--- src/rtl/inv_rotate_ser.sv ---
// Byte-serial AES state collector with (Inv)ShiftRows permutation.
// Ports: in_* byte ingress (valid/ready, first), out_* 128-bit block (valid/ready),
// sync_err pulse on resync, blk_cnt delivered-block counter.
module inv_rotate_ser #(
  parameter bit INVERSE = 1'b1
) (
  input  logic         clk,
  input  logic         rst,
  input  logic         in_valid,
  output logic         in_ready,
  input  logic [7:0]   in_byte,
  input  logic         in_first,
  output logic         out_valid,
  input  logic         out_ready,
  output logic [127:0] out_data,
  output logic         sync_err,
  output logic [7:0]   blk_cnt
);

  logic [3:0]   idx_q, idx_d;
  logic [127:0] asm_q, asm_d;
  logic         asm_full_q, asm_full_d;
  logic         out_valid_q, out_valid_d;
  logic [127:0] out_data_q, out_data_d;
  logic         sync_err_q, sync_err_d;
  logic [7:0]   blk_cnt_q, blk_cnt_d;

  logic         accept;
  logic [3:0]   wr_idx;
  logic [6:0]   ofs;
  logic         complete;
  logic         out_free;
  logic         hs;
  logic         xfer;
  logic [127:0] blk_w;
  logic [127:0] perm;

  assign accept   = in_valid & ~asm_full_q;
  assign wr_idx   = in_first ? 4'd0 : idx_q;
  // byte i lives at [127-8i -: 8]; 15-i == ~i for 4 bits
  assign ofs      = {~wr_idx, 3'b000};
  assign complete = accept & ~in_first & (idx_q == 4'd15);
  assign hs       = out_valid_q & out_ready;
  assign out_free = ~out_valid_q | out_ready;
  assign xfer     = (asm_full_q | complete) & out_free;

  // Assembled block including the byte landing this cycle, so byte 15
  // can go straight to the output register in the same edge.
  always_comb begin
    blk_w = asm_q;
    if (accept) blk_w[ofs +: 8] = in_byte;
  end

  // state[r][c] = b[4c+r]; each output byte picks a source column
  for (genvar r = 0; r < 4; r++) begin : g_row
    for (genvar c = 0; c < 4; c++) begin : g_col
      localparam int SC = INVERSE ? ((c - r + 4) % 4)
                                  : ((c + r) % 4);
      assign perm[127-8*(4*c+r) -: 8] =
        blk_w[127-8*(4*SC+r) -: 8];
    end
  end

  always_comb begin
    idx_d       = idx_q;
    asm_d       = blk_w;
    asm_full_d  = asm_full_q;
    out_valid_d = out_valid_q;
    out_data_d  = out_data_q;
    sync_err_d  = 1'b0;
    blk_cnt_d   = blk_cnt_q;
    if (accept) begin
      idx_d      = wr_idx + 4'd1;
      sync_err_d = in_first & (idx_q != 4'd0);
    end
    if (hs) begin
      out_valid_d = 1'b0;
      blk_cnt_d   = blk_cnt_q + 8'd1;
    end
    if (xfer) begin
      out_valid_d = 1'b1;
      out_data_d  = perm;
      asm_full_d  = 1'b0;
    end else if (complete) begin
      asm_full_d = 1'b1;
    end
  end

  always_ff @(posedge clk or posedge rst) begin
    if (rst) begin
      idx_q       <= '0;
      asm_q       <= '0;
      asm_full_q  <= 1'b0;
      out_valid_q <= 1'b0;
      out_data_q  <= '0;
      sync_err_q  <= 1'b0;
      blk_cnt_q   <= '0;
    end else begin
      idx_q       <= idx_d;
      asm_q       <= asm_d;
      asm_full_q  <= asm_full_d;
      out_valid_q <= out_valid_d;
      out_data_q  <= out_data_d;
      sync_err_q  <= sync_err_d;
      blk_cnt_q   <= blk_cnt_d;
    end
  end

  assign in_ready  = ~asm_full_q;
  assign out_valid = out_valid_q;
  assign out_data  = out_data_q;
  assign sync_err  = sync_err_q;
  assign blk_cnt   = blk_cnt_q;

endmodule
--- config.mk ---
export PLATFORM = sky130hd
export DESIGN_NAME = inv_rotate_ser
export DESIGN_NICKNAME = d
export VERILOG_FILES = /design/src/rtl/inv_rotate_ser.sv
export SDC_FILE = /design/constraint.sdc
export NUM_CORES = 1
export LEC_CHECK = 0
export CAP_MARGIN = 5
export CORE_UTILIZATION = 55
export CTS_CLUSTER_DIAMETER = 100
export CTS_CLUSTER_SIZE = 16
export DETAILED_ROUTE_END_ITERATION = 12
export GPL_ROUTABILITY_DRIVEN = 0
export MAX_ROUTING_LAYER = met4
export PLACE_DENSITY = 0.88
export SLEW_MARGIN = 20
export SYNTH_ARGS = -nofsm -noshare
export SYNTH_HDL_FRONTEND = slang
export SYNTH_SLANG_ARGS = --single-unit
--- constraint.sdc ---
create_clock -name clk -period 11.2 [get_ports clk]
set_clock_uncertainty 0.2 [all_clocks]
set_input_delay 2.24 -clock clk [delete_from_list [all_inputs] [get_ports clk]]
set_output_delay 2.24 -clock clk [all_outputs]
set_load 0.05 [all_outputs]
==> impl_metrics.ini, run 1 <==
[floorplan]
fp.dieW_um = 145
core_um2 = 19700
die-area_um2 = 21000
placementRows = 51
initial_core_util = 0.569
die_h_um = 145
io_pins = 152

[pwr]
seqPwrFrac = 0.566
power_density_nw_per_um2 = 152
p_comb_frac = 0.116
p_leak_nw = 6.34
max-vdd-ir-drop_v = 0.0000996
internal_power_mw = 1.53
power_switching_share = 0.246
clkPwrFrac = 0.317
switchingPower_uw = 501

[cells_and_area]
fin_area_um2 = 13400
final_cell_mix = dfrtp_1 (271), mux2_2 (209), clkdlybuf4s50_1 (151)
nNetsFinal = 935
n_antenna_cell = 0
syn2layout_area_growth_pct = 19.5
layout_commonest_cell = dfrtp_1
nFillCells = 1341
layout-drive-gt1-share = 0.293

[global_route]
grt_pass1_wl_mm = 37.0
grt_antenna_before_repair = 1
grt_usage = 0.241
first_global_vias = 6633
grt-ovfl-total = 0
grt_max_degree = 124

[sta]
timing.final.crit_share = 0.500
slew_viol_final = 0
setup_violations = 0
whs_ns = 0.269
fmax_ghz = 0.179
relSlewSlack = 0.388
min_period_ns = 5.60
worstMarginPinSlew_ns = 0.919
hold_viol = 0
rsz0062_at_grt = no
fin_setup_tns_ns = 0

[logic_synthesis]
syn_area_um2 = 11200
synthesis.area_per_instance_um2 = 14.4
synth.ff_latch_count = 271
syn_inst = 779
yosysWarningCount = 0
synthesis.nets = 796
async_reset_ff_frac = 1.00
ys.flop_type = dfrtp_1
synth_seq_area_share = 0.605
synth_edf_count = 0
synth_cell_type_count = 70

[setup_path]
cp.required_ns = 11.38
cp_max_fo = 27
critPathKind = input pin to register
startpoint_type = input pin
arrival_ns = 5.77
cp-end-kind = register

[clock_network]
cts.repair.resized = 0
numCtsBuffers = 20
cts_buffer_depth = 3
cts.htree.levels = 1
cts_setup_buffers = 0
cts-root-buf = clkbuf_16
cts_tree = done
cts_sinks = 271
insertion_delay_ns = 0.51
clkTransAtPathRegs_ns = 0.07
holdBufCountCts = 0

[routing]
first_pass_iters = 4
drt_iter0_markers = 416
routed-via-count = 6659
drc_errors = 0
vias_per_cell = 5.63
wl_mm = 23.6
wl_per_cell_um = 20.0
ant_nets = 0

[placed_design]
post_dp_cell_area_um2 = 12900
port_buffers = 151
dp_hpwl_mm = 15.6

[min_path]
worstHoldPathType = register to register

[status]
status = completed

[flow_run]
drv_cap = 0
-- cells in the mapped netlist, types with 2 or more instances --
master / instances / share of area
dfrtp_1: 271 / 0.60
mux2_2: 209 / 0.21
nand2_1: 25 / 0.0084
inv_1: 24 / 0.0080
o21ai_0: 23 / 0.010
nand3_1: 18 / 0.0080
o31ai_1: 16 / 0.011
nor2b_1: 14 / 0.0078
o2bb2ai_1: 14 / 0.011
buf_2: 13 / 0.0058
clkbuf_1: 12 / 0.0040
and3_1: 11 / 0.0061
buf_4: 9 / 0.0060
and2_1: 8 / 0.0045
nor2_1: 8 / 0.0027
xnor2_1: 8 / 0.0063
buf_6: 6 / 0.0060
mux2i_1: 6 / 0.0054
a21oi_1: 5 / 0.0022
nand2b_1: 5 / 0.0028
a21o_1: 4 / 0.0027
a21oi_4: 4 / 0.0058
ha_1: 4 / 0.0045
mux2_1: 4 / 0.0040
a31oi_1: 3 / 0.0017
nor2_2: 3 / 0.0017
a21boi_0: 2 / 0.0013
a21oi_2: 2 / 0.0016
a221oi_1: 2 / 0.0016
buf_1: 2 / 0.00067
mux2_4: 2 / 0.0027
nand4_2: 2 / 0.0022
o31a_1: 2 / 0.0016
xor2_1: 2 / 0.0016
-- metrics by stage --
stage | setup slack [ns] | util | power [mW] | instances
after floorplan | 1.29 | - | 1.33 | 779
final | 5.60 | 0.679 | 2.03 | 1183
after detailed placement | 4.91 | 0.652 | 1.40 | 1161
after global routing | 5.51 | 0.679 | 2.12 | 1183
after CTS | 5.39 | 0.679 | 2.05 | 1183
after global placement | 5.09 | 0.652 | 1.38 | 1161
-- registers in the layout, summed over array words and instances, names as in the netlist --
register / cells
sync_err: 1
out_data: 128
blk_cnt: 8
asm_q: 128
idx_q: 4
asm_full_q: 1
out_valid: 1
-- final timing paths --
check	start	end	slack, ns	cells after the start
max	in_first	asm_q[122]	5.60	8
min	blk_cnt[7]	blk_cnt[7]	0.27	1
max reg2reg	idx_q[0]	asm_q[122]	7.49	6
min reg2reg	blk_cnt[7]	blk_cnt[7]	0.27	1
max in group asynchronous	rst	out_data[46]	7.20	3
min in group asynchronous	rst	out_data[74]	2.09	2
-- power by group through the flow --
| stage | Combinational [mW] | Clock, mW | Sequential, mW |
|---|---|---|---|
| 2_1_floorplan | 0.179 | 0 | 1.16 |
| 3_3_place_gp | 0.225 | 0 | 1.16 |
| 3_5_place_dp | 0.237 | 0 | 1.17 |
| 4_1_cts | 0.239 | 0.662 | 1.15 |
| 5_1_grt | 0.259 | 0.695 | 1.16 |
| 6_report | 0.236 | 0.645 | 1.15 |
-- critical path: stages --
cell and delay, ns:
clkdlybuf4s50_1 0.44, buf_4 0.25, nor2b_1 0.46, ha_1 0.64, nand2b_1 0.19, o311ai_1 0.41, nor2b_2 0.71, mux2_2 0.42
-- kinds of logic after synthesis --
group,share of synthesized area
AND/OR/NAND/NOR,0.0644
buffers and inverters,0.0327
multiplexers,0.224
adder cells (fa/ha/maj),0.00446
XOR/XNOR,0.0103
AO/OA/AOI/OAI,0.0592
flip-flops,0.605
-- final cells by class --
| type | count | area [um^2] | area share |
|---|---|---|---|
| Sequential cell | 271 | 6780 | 0.506 |
| Multi-Input combinational cell | 440 | 4070 | 0.304 |
| Timing Repair Buffer | 160 | 1580 | 0.118 |
| Clock buffer | 22 | 529 | 0.0395 |
| Tap cell | 265 | 332 | 0.0248 |
| Inverter | 25 | 101 | 0.00757 |
-- metal layers --
layer / global-route usage / wire length [um] / share of wire
met1: 0.324 / 10600 / 0.45
met2: 0.388 / 11500 / 0.49
met3: 0.0382 / 1160 / 0.049
met4: 0.0582 / 418 / 0.018
met5: - / 0 / 0
No activity file was read; power rests on OpenSTA's default activity.
==> inputs of run 2 (changes only) <==
Clock period 11.2 ns to 5.4 ns, I/O delays scaled along.
==> run 2 against run 1 <==
Effect of this change:
- total power up 110%
- sequential share of layout area down 0.36 points
- largest cell class unchanged
- routed wire length up 3.4%
- clock-buffer cell count unchanged
- sequential power up 110%
- final area up 0.72%
- critical path type unchanged
==> impl_metrics.ini, run 2 (same netlist as run 1, synthesis figures left out) <==
[cells_and_area]
final_cell_mix = dfrtp_1 (271), mux2_2 (209), clkdlybuf4s50_1 (151)
n_antenna_cell = 0
nNetsFinal = 941
layout-drive-gt1-share = 0.297
layout_commonest_cell = dfrtp_1
syn2layout_area_growth_pct = 20.3

[clock_network]
cts.repair.resized = 0
insertion_delay_ns = 0.50
clkTransAtPathRegs_ns = 0.07
numCtsBuffers = 20
cts-root-buf = clkbuf_16
holdBufCountCts = 0
cts_sinks = 271
cts_buffer_depth = 3
cts.htree.levels = 1
cts_setup_buffers = 0
cts_tree = done

[global_route]
grt_pass1_wl_mm = 38.7
grt_usage = 0.252
first_global_vias = 6958
grt_max_degree = 98
grt_antenna_before_repair = 2
grt-ovfl-total = 0

[sta]
fmax_ghz = 0.247
timing.final.crit_share = 0.751
setup_ws_ns = 1.35
worstMarginPinSlew_ns = 0.708
fin_setup_tns_ns = 0
rsz0062_at_grt = no
setup_violations = 0
hold_viol = 0
min_period_ns = 4.05
relSlewSlack = 0.528
slew_viol_final = 0

[floorplan]
io_pins = 152
initial_core_util = 0.569
die-area_um2 = 21000
die_h_um = 145
core_um2 = 19700
fp.dieW_um = 145
placementRows = 51

[routing]
vias_per_cell = 5.72
wl_per_cell_um = 20.6
drt_iter0_markers = 384
wl_mm = 24.4
first_pass_iters = 4
ant_nets = 0
drc_errors = 0
routed-via-count = 6807

[setup_path]
cp-end-kind = register
crit_path_end = asm_q[92]
timing.rr.start = idx_q[0]
startpoint_type = input pin
critPathKind = input pin to register
reg2reg_to = asm_q[92]
cp.required_ns = 5.59
cp_max_fo = 26
arrival_ns = 4.24
r2r_slack_ns = 1.79
crit_path_start = in_first
r2r_cells = 6

[pwr]
power_density_nw_per_um2 = 313
max-vdd-ir-drop_v = 0.000250
p_leak_nw = 6.38

[placed_design]
port_buffers = 151
place_ws_ns = 0.891
dp_hpwl_mm = 16.0

[flow_run]
drv_cap = 0

[status]
status = completed

[min_path]
worstHoldPathType = register to register
-- run 2: worst max-delay path, stage by stage --
cell,delay (ns)
clkdlybuf4s50_1,0.43
buf_4,0.24
nor2b_1,0.24
ha_1,0.60
or3b_1,0.40
o41a_1,0.33
a21oi_4,0.51
mux2_2,0.39
-- run 2: layout make-up --
| cell class | count | area [um^2] |
|---|---|---|
| flip-flops and latches | 271 | 6780 |
| fillers | 1312 | 6230 |
| multi-input cells | 440 | 4070 |
| repair buffers | 166 | 1680 |
| clock buffers | 22 | 529 |
| well taps | 265 | 332 |
| inverters | 25 | 97.6 |
-- run 2: how the worst min path moves through the flow --
stage,startpoint,endpoint,slack (ns),cells past startpoint
final,blk_cnt[7],blk_cnt[7],0.28,1
after global routing,asm_q[120],asm_q[120],0.30,1
after CTS,blk_cnt[7],blk_cnt[7],0.28,1
after detailed placement,blk_cnt[7],blk_cnt[7],0.27,1
after global placement,blk_cnt[7],blk_cnt[7],0.26,1
after floorplan,asm_q[120],asm_q[120],0.26,1
-- run 2: per-stage QoR --
stage	instance area, um^2	power (mW)	util	hold WS, ns	instances
after floorplan	11200	2.77	-	0.258	779
after detailed placement	12900	2.91	0.656	0.267	1166
after global placement	12900	2.88	0.656	0.261	1166
after global routing	13500	4.40	0.684	0.302	1189
final	13500	4.23	0.684	0.280	1189
after CTS	13500	4.25	0.683	0.281	1188
-- run 2: layer usage --
layer  vias up  track usage  part of all wire
li1       3023            -                 -
met1      3540        0.334              0.43
met2       198        0.401              0.49
met3        46       0.0471             0.056
met4         0       0.0676             0.023
met5         -            -                 0
-- run 2: where the power goes --
group	internal (mW)	leakage, nW	switching [mW]
logic	0.243	2.42	0.254
clock network	0.689	0.260	0.657
registers	2.25	3.70	0.136
total	3.18	6.38	1.05
